### config.mk
export PLATFORM = sky130hd
export DESIGN_NAME = dcache_controller
export DESIGN_NICKNAME = d
export VERILOG_FILES = /design/src/rtl/dcache_controller.sv
export SDC_FILE = /design/constraint.sdc
export NUM_CORES = 1
export LEC_CHECK = 0
export CORE_AREA = 2 2 480 482
export DETAILED_ROUTE_END_ITERATION = 16
export DIE_AREA = 0 0 482 484
export SYNTH_ARGS = -nofsm -noshare
export SYNTH_HDL_FRONTEND = slang
export SYNTH_SLANG_ARGS = --single-unit
### constraint.sdc
create_clock -name clk_i -period 15 [get_ports clk_i]
set_clock_uncertainty 0.1 [all_clocks]
set_input_delay 4.5 -clock clk_i [delete_from_list [all_inputs] [get_ports clk_i]]
set_output_delay 4.5 -clock clk_i [all_outputs]
set_load 0.03 [all_outputs]
### src/rtl/dcache_controller.sv
// Control stage in front of a 2-way, 16-set data cache SRAM: hit/miss handling,
// dirty-victim write-back and 256-bit line refill from data memory.
module dcache_controller #(
    parameter int ADDR_W = 32,
    parameter int LINE_W = 256,
    parameter int IDX_W  = 4
) (
    input  logic                      clk_i,
    input  logic                      rst_i,
    input  logic [ADDR_W-1:0]         cpu_addr_i,
    input  logic [31:0]               cpu_data_i,
    input  logic                      cpu_MemRead_i,
    input  logic                      cpu_MemWrite_i,
    output logic [31:0]               cpu_data_o,
    output logic                      cpu_stall_o,
    output logic [IDX_W-1:0]          sram_addr_o,
    output logic [ADDR_W-IDX_W-4:0]   sram_tag_o,
    output logic [LINE_W-1:0]         sram_data_o,
    output logic                      sram_enable_o,
    output logic                      sram_write_o,
    input  logic [ADDR_W-IDX_W-4:0]   sram_tag_i,
    input  logic [LINE_W-1:0]         sram_data_i,
    input  logic                      sram_hit_i,
    output logic [ADDR_W-1:0]         mem_addr_o,
    output logic [LINE_W-1:0]         mem_data_o,
    output logic                      mem_enable_o,
    output logic                      mem_write_o,
    input  logic [LINE_W-1:0]         mem_data_i,
    input  logic                      mem_ack_i
);

    localparam int TAG_W = ADDR_W - IDX_W - 5;

    typedef enum logic [2:0] {
        IDLE,
        MISS,
        WRITEBACK,
        READMISS,
        READMISSOK
    } state_t;

    state_t state_q, state_d;

    logic              req, is_store;
    logic [TAG_W-1:0]  req_tag;
    logic [IDX_W-1:0]  req_idx;
    logic [2:0]        req_word;
    logic              victim_valid, victim_dirty;
    logic [TAG_W-1:0]  victim_tag;
    logic [ADDR_W-1:0] refill_addr, wb_addr;
    logic [LINE_W-1:0] store_line;
    logic [1:0]        tag_flags;
    logic              sram_we;
    logic              unused_addr_bits;

    assign req      = cpu_MemRead_i | cpu_MemWrite_i;
    assign is_store = cpu_MemWrite_i;
    assign req_tag  = cpu_addr_i[ADDR_W-1 -: TAG_W];
    assign req_idx  = cpu_addr_i[5 +: IDX_W];
    assign req_word = cpu_addr_i[4:2];
    assign unused_addr_bits = ^cpu_addr_i[1:0];

    assign victim_valid = sram_tag_i[TAG_W+1];
    assign victim_dirty = sram_tag_i[TAG_W];
    assign victim_tag   = sram_tag_i[TAG_W-1:0];
    assign refill_addr  = {req_tag, req_idx, 5'b0};
    assign wb_addr      = {victim_tag, req_idx, 5'b0};

    assign sram_enable_o = req;
    assign sram_addr_o   = req_idx;
    assign sram_tag_o    = {tag_flags, req_tag};
    assign cpu_stall_o   = req & ~((state_q == IDLE) & sram_hit_i);
    assign cpu_data_o    = sram_hit_i ? sram_data_i[{req_word, 5'b0} +: 32] : 32'd0;
    // A reset landing in a write cycle must not commit anything to the SRAM.
    assign sram_write_o  = sram_we & ~rst_i;

    always_comb begin
        store_line = sram_data_i;
        store_line[{req_word, 5'b0} +: 32] = cpu_data_i;
    end

    always_ff @(posedge clk_i or posedge rst_i) begin
        if (rst_i) state_q <= IDLE;
        else       state_q <= state_d;
    end

    always_comb begin
        state_d     = state_q;
        sram_we     = 1'b0;
        tag_flags   = 2'b00;
        sram_data_o = store_line;
        case (state_q)
            IDLE: begin
                if (req) begin
                    if (sram_hit_i) begin
                        if (is_store) begin
                            sram_we   = 1'b1;
                            tag_flags = 2'b11;
                        end
                    end else begin
                        state_d = MISS;
                    end
                end
            end
            MISS:       state_d = (victim_valid && victim_dirty) ? WRITEBACK : READMISS;
            WRITEBACK:  if (mem_ack_i) state_d = READMISS;
            READMISS: begin
                if (mem_ack_i) begin
                    sram_we     = 1'b1;
                    tag_flags   = 2'b10;
                    sram_data_o = mem_data_i;
                    state_d     = READMISSOK;
                end
            end
            READMISSOK: state_d = IDLE;
            default:    state_d = IDLE;
        endcase
    end

    // Memory request registers: launched from MISS, retargeted after write-back.
    always_ff @(posedge clk_i or posedge rst_i) begin
        if (rst_i) begin
            mem_enable_o <= 1'b0;
            mem_write_o  <= 1'b0;
            mem_addr_o   <= '0;
            mem_data_o   <= '0;
        end else begin
            case (state_q)
                MISS: begin
                    mem_enable_o <= 1'b1;
                    if (victim_valid && victim_dirty) begin
                        mem_write_o <= 1'b1;
                        mem_addr_o  <= wb_addr;
                        mem_data_o  <= sram_data_i;
                    end else begin
                        mem_write_o <= 1'b0;
                        mem_addr_o  <= refill_addr;
                    end
                end
                WRITEBACK: begin
                    if (mem_ack_i) begin
                        mem_write_o <= 1'b0;
                        mem_addr_o  <= refill_addr;
                    end
                end
                READMISS: begin
                    if (mem_ack_i) mem_enable_o <= 1'b0;
                end
                default: ;
            endcase
        end
    end

endmodule
==> results.json <==
{
  "detail_route.wirelength_um": 242000,
  "timing.critical_path.required_ns": 10.40,
  "final.min_clock_period_ns": 13.55,
  "seq_area_um2": 7210,
  "hold_class": "reg2reg",
  "routed_wire_length_per_instance_um": 41.6,
  "series_of_cell_instances_along_the_critical_path": "clkdlybuf4s50_1, inv_1, ha_1, ha_1, inv_1, or4_4, buf_12, mux2i_1, o21ai_0, clkdlybuf4s50_1",
  "tritoncts.num_buffers": 44,
  "crit_family": "buffers and inverters",
  "routed_via_density": 3.68,
  "placement.io_buffers": 1209,
  "hold_ws_ns": 0.403,
  "floorplan.rows": 176,
  "post_dp_cell_area_um2": 33500,
  "yosys_most_used_dff": "sky130_fd_sc_hd__dfrtp_1",
  "grt_start_max_net_pins": 129,
  "finish.instance_area_um2": 35100,
  "cts.root.buffer_cell": "sky130_fd_sc_hd__clkbuf_16",
  "transition_at_the_pin_with_the_smallest_max_transition_slack_ns": 1.06,
  "syn_to_final_growth_pct": 94.6,
  "fraction_of_final_layout_cells_with_drive_strength_greater_than_1_pct": 17.5,
  "power_frac_clock_pct": 16.3,
  "netlist.area_leader.share_pct": 40.0,
  "p_sw_mw": 3.45,
  "layout.cells.most_common": "sky130_fd_sc_hd__clkdlybuf4s50_1",
  "critical_path_peak_fanout": 17,
  "report.final.setup_viol": 0,
  "p_seq_share_pct": 20.0,
  "comb_power_share_pct": 63.7,
  "fp.dieH_um": 484,
  "design.final.nets": 3317,
  "synthDominantAreaCellType": "sky130_fd_sc_hd__dfrtp_1",
  "leading_cell_types_in_the_layout_fill_and_taps_excluded": "sky130_fd_sc_hd__clkdlybuf4s50_1, sky130_fd_sc_hd__dfrtp_1, sky130_fd_sc_hd__mux2_2",
  "end_kind": "primary output",
  "max_stage_delay_ns": 0.86,
  "drtAntennaViolNets": 0,
  "path_buf_inv": 5,
  "post_cts.resized_instances": 0,
  "setup_tns_ns": 0,
  "power_density_nw_per_um2": 197,
  "core_um2": 229000,
  "grt_pass1_vias": 21200,
  "max-cap-violations": 0,
  "seq_area_frac_synth_pct": 40.0,
  "yosysWarningCount": 0,
  "drt_pre_antenna_iters": 5,
  "initial_utilization_pct": 7.89,
  "dp_cells": 5684,
  "vdd_ir_drop_max_mv": 0.114,
  "synth_enable_flop_cells": 0,
  "post-cts-setup-buffers": 0,
  "leak_pwr_nw": 13.8,
  "yosysUniqueCellTypes": 40,
  "hold_buffers": 0,
  "max_clock_freq_ghz": 0.0738,
  "global_route_wire_length_before_repair_um": 289000,
  "dieWidth_um": 482,
  "worst_setup_hold_path_clk_slew_ns": 0.05,
  "finalHoldViolations": 0,
  "worst_skew_pair.late_latency_ns": 0.66,
  "design.die.area_um2": 233000,
  "worst_setup_path_start_kind": "primary input",
  "worst_reg2reg_setup_slack_ns": 11.68,
  "design_power_total_mw": 6.93,
  "gp_routability_congestion": 0.908,
  "grt_setup_unrepaired": "no",
  "cts.sinks": 288,
  "io-pin-count": 1217,
  "antenna_found_initial": 183,
  "worst_ep_arrival_time_ns": 8.95,
  "stdcell_count": 5813,
  "timing.max_slew.rel_slack_pct": 29.5,
  "syn_area_per_cell_um2": 11.2,
  "grt_overflow": 0,
  "drt-initial-drc-count": 1732,
  "p_sw_share_pct": 49.9,
  "max_transition_viols_final": 0,
  "synth_seq_cells": 288,
  "post-route-drc-count": 0,
  "clock_tree_from_tritoncts": "done",
  "async_reset_ff_share_pct": 100,
  "track_usage_pct": 19.9,
  "post-route-period-util_pct": 90.3,
  "cp_slowest_cell": "sky130_fd_sc_hd__or4_4",
  "multi_input_comb_area_um2": 9930,
  "critical_path_class": "in2out",
  "vias": 21400,
  "post_synth_main_area_contributors": "sky130_fd_sc_hd__dfrtp_1, sky130_fd_sc_hd__mux2_2, sky130_fd_sc_hd__mux4_2, sky130_fd_sc_hd__a221o_1, sky130_fd_sc_hd__mux2i_1",
  "power_report.internal_total_mw": 3.47,
  "syn-instance-count": 1612,
  "num-fill-cells": 25600,
  "run_status": "complete, no violations",
  "syn-cell-area_um2": 18000,
  "detailedPlacementHpwl_um": 204000,
  "cts_max_level": 2,
  "cts-root-to-sink-buffers": 3
}
flip-flops by register name, summed over array words and instances (netlist names):
signal / count
mem_addr_o: 27
mem_write_o: 1
state_q: 3
mem_data_o: 256
mem_enable_o: 1
area by class of cell:
class                      count  share of cell area, %
timing repair buffer        1260                   35.7
multi-input combinational   1100                   28.3
sequential                   288                   20.5
tap                         3026                   10.8
clock buffer                  59                   3.61
clock inverter                19                  0.588
antenna                       51                  0.364
inverter                      10                  0.150
logic make-up (layout without fill, tap and decap cells):
| kind of cell | Yosys count | after routing | share of synthesized area [%] |
|---|---|---|---|
| flip-flops | 288 | 288 | 40.0 |
| buffers and inverters | 228 | 1348 | 5.98 |
| AO/OA/AOI/OAI | 388 | 388 | 16.8 |
| adder cells (fa/ha/maj) | 6 | 6 | 0.416 |
| multiplexers | 411 | 411 | 29.1 |
| AND/OR/NAND/NOR | 290 | 290 | 7.82 |
| other | 1 | 56 | 0.0208 |
per-stage QoR:
step                      worst slack (ns)  utilization, %
after floorplan                       2.45               -
after global placement                1.51            14.7
after detailed placement              1.38            14.7
after CTS                             1.39            15.3
after global routing                  1.26            15.3
final                                 1.45            15.4
power groups by stage:
stage	Clock (mW)	Combinational, mW	Sequential (mW)
4_1_cts	1.18	4.48	1.38
5_1_grt	1.19	4.60	1.43
2_1_floorplan	0	1.36	2.12
6_report	1.13	4.41	1.38
3_5_place_dp	0	4.46	1.39
3_3_place_gp	0	4.46	1.37
cells in the mapped netlist, types with 3 or more instances:
library cell / instances
sky130_fd_sc_hd__nor2_1: 33
sky130_fd_sc_hd__buf_4: 35
sky130_fd_sc_hd__o21ai_0: 40
sky130_fd_sc_hd__dfrtp_1: 288
sky130_fd_sc_hd__a22oi_1: 31
sky130_fd_sc_hd__a21oi_1: 27
sky130_fd_sc_hd__ha_1: 6
sky130_fd_sc_hd__nor4_1: 3
sky130_fd_sc_hd__mux4_2: 64
sky130_fd_sc_hd__nor3_1: 5
sky130_fd_sc_hd__inv_1: 10
sky130_fd_sc_hd__nand2b_1: 3
sky130_fd_sc_hd__nand2_1: 132
sky130_fd_sc_hd__buf_2: 54
sky130_fd_sc_hd__a22o_1: 96
sky130_fd_sc_hd__mux2_2: 260
sky130_fd_sc_hd__buf_1: 40
sky130_fd_sc_hd__buf_6: 3
sky130_fd_sc_hd__a21o_1: 64
sky130_fd_sc_hd__clkbuf_1: 85
sky130_fd_sc_hd__and3_1: 94
sky130_fd_sc_hd__mux2i_1: 87
sky130_fd_sc_hd__o21ai_1: 30
sky130_fd_sc_hd__or3_1: 3
sky130_fd_sc_hd__nand3_1: 5
sky130_fd_sc_hd__a221o_1: 94
sky130_fd_sc_hd__a31oi_1: 4
final timing paths:
path,to,start,depth (start not counted)
max in group asynchronous,mem_data_o[85]$_DFFE_PP0P_,rst_i,4
min in group asynchronous,mem_addr_o[14]$_DFFE_PP0P_,rst_i,2
min reg2reg,mem_data_o[255]$_DFFE_PP0P_,mem_data_o[255]$_DFFE_PP0P_,1
max reg2reg,mem_data_o[78]$_DFFE_PP0P_,state_q[2]$_DFFE_PP0P_,5
max,sram_data_o[143],cpu_addr_i[3],10
min,mem_data_o[255]$_DFFE_PP0P_,mem_data_o[255]$_DFFE_PP0P_,1
routing by layer:
layer	share of wire [%]	track usage [%]
met1	39	23.2
met2	44	31.4
met3	13	10.2
met4	3.5	6.38
met5	0.16	0
Power figures use the tool's default switching activity.
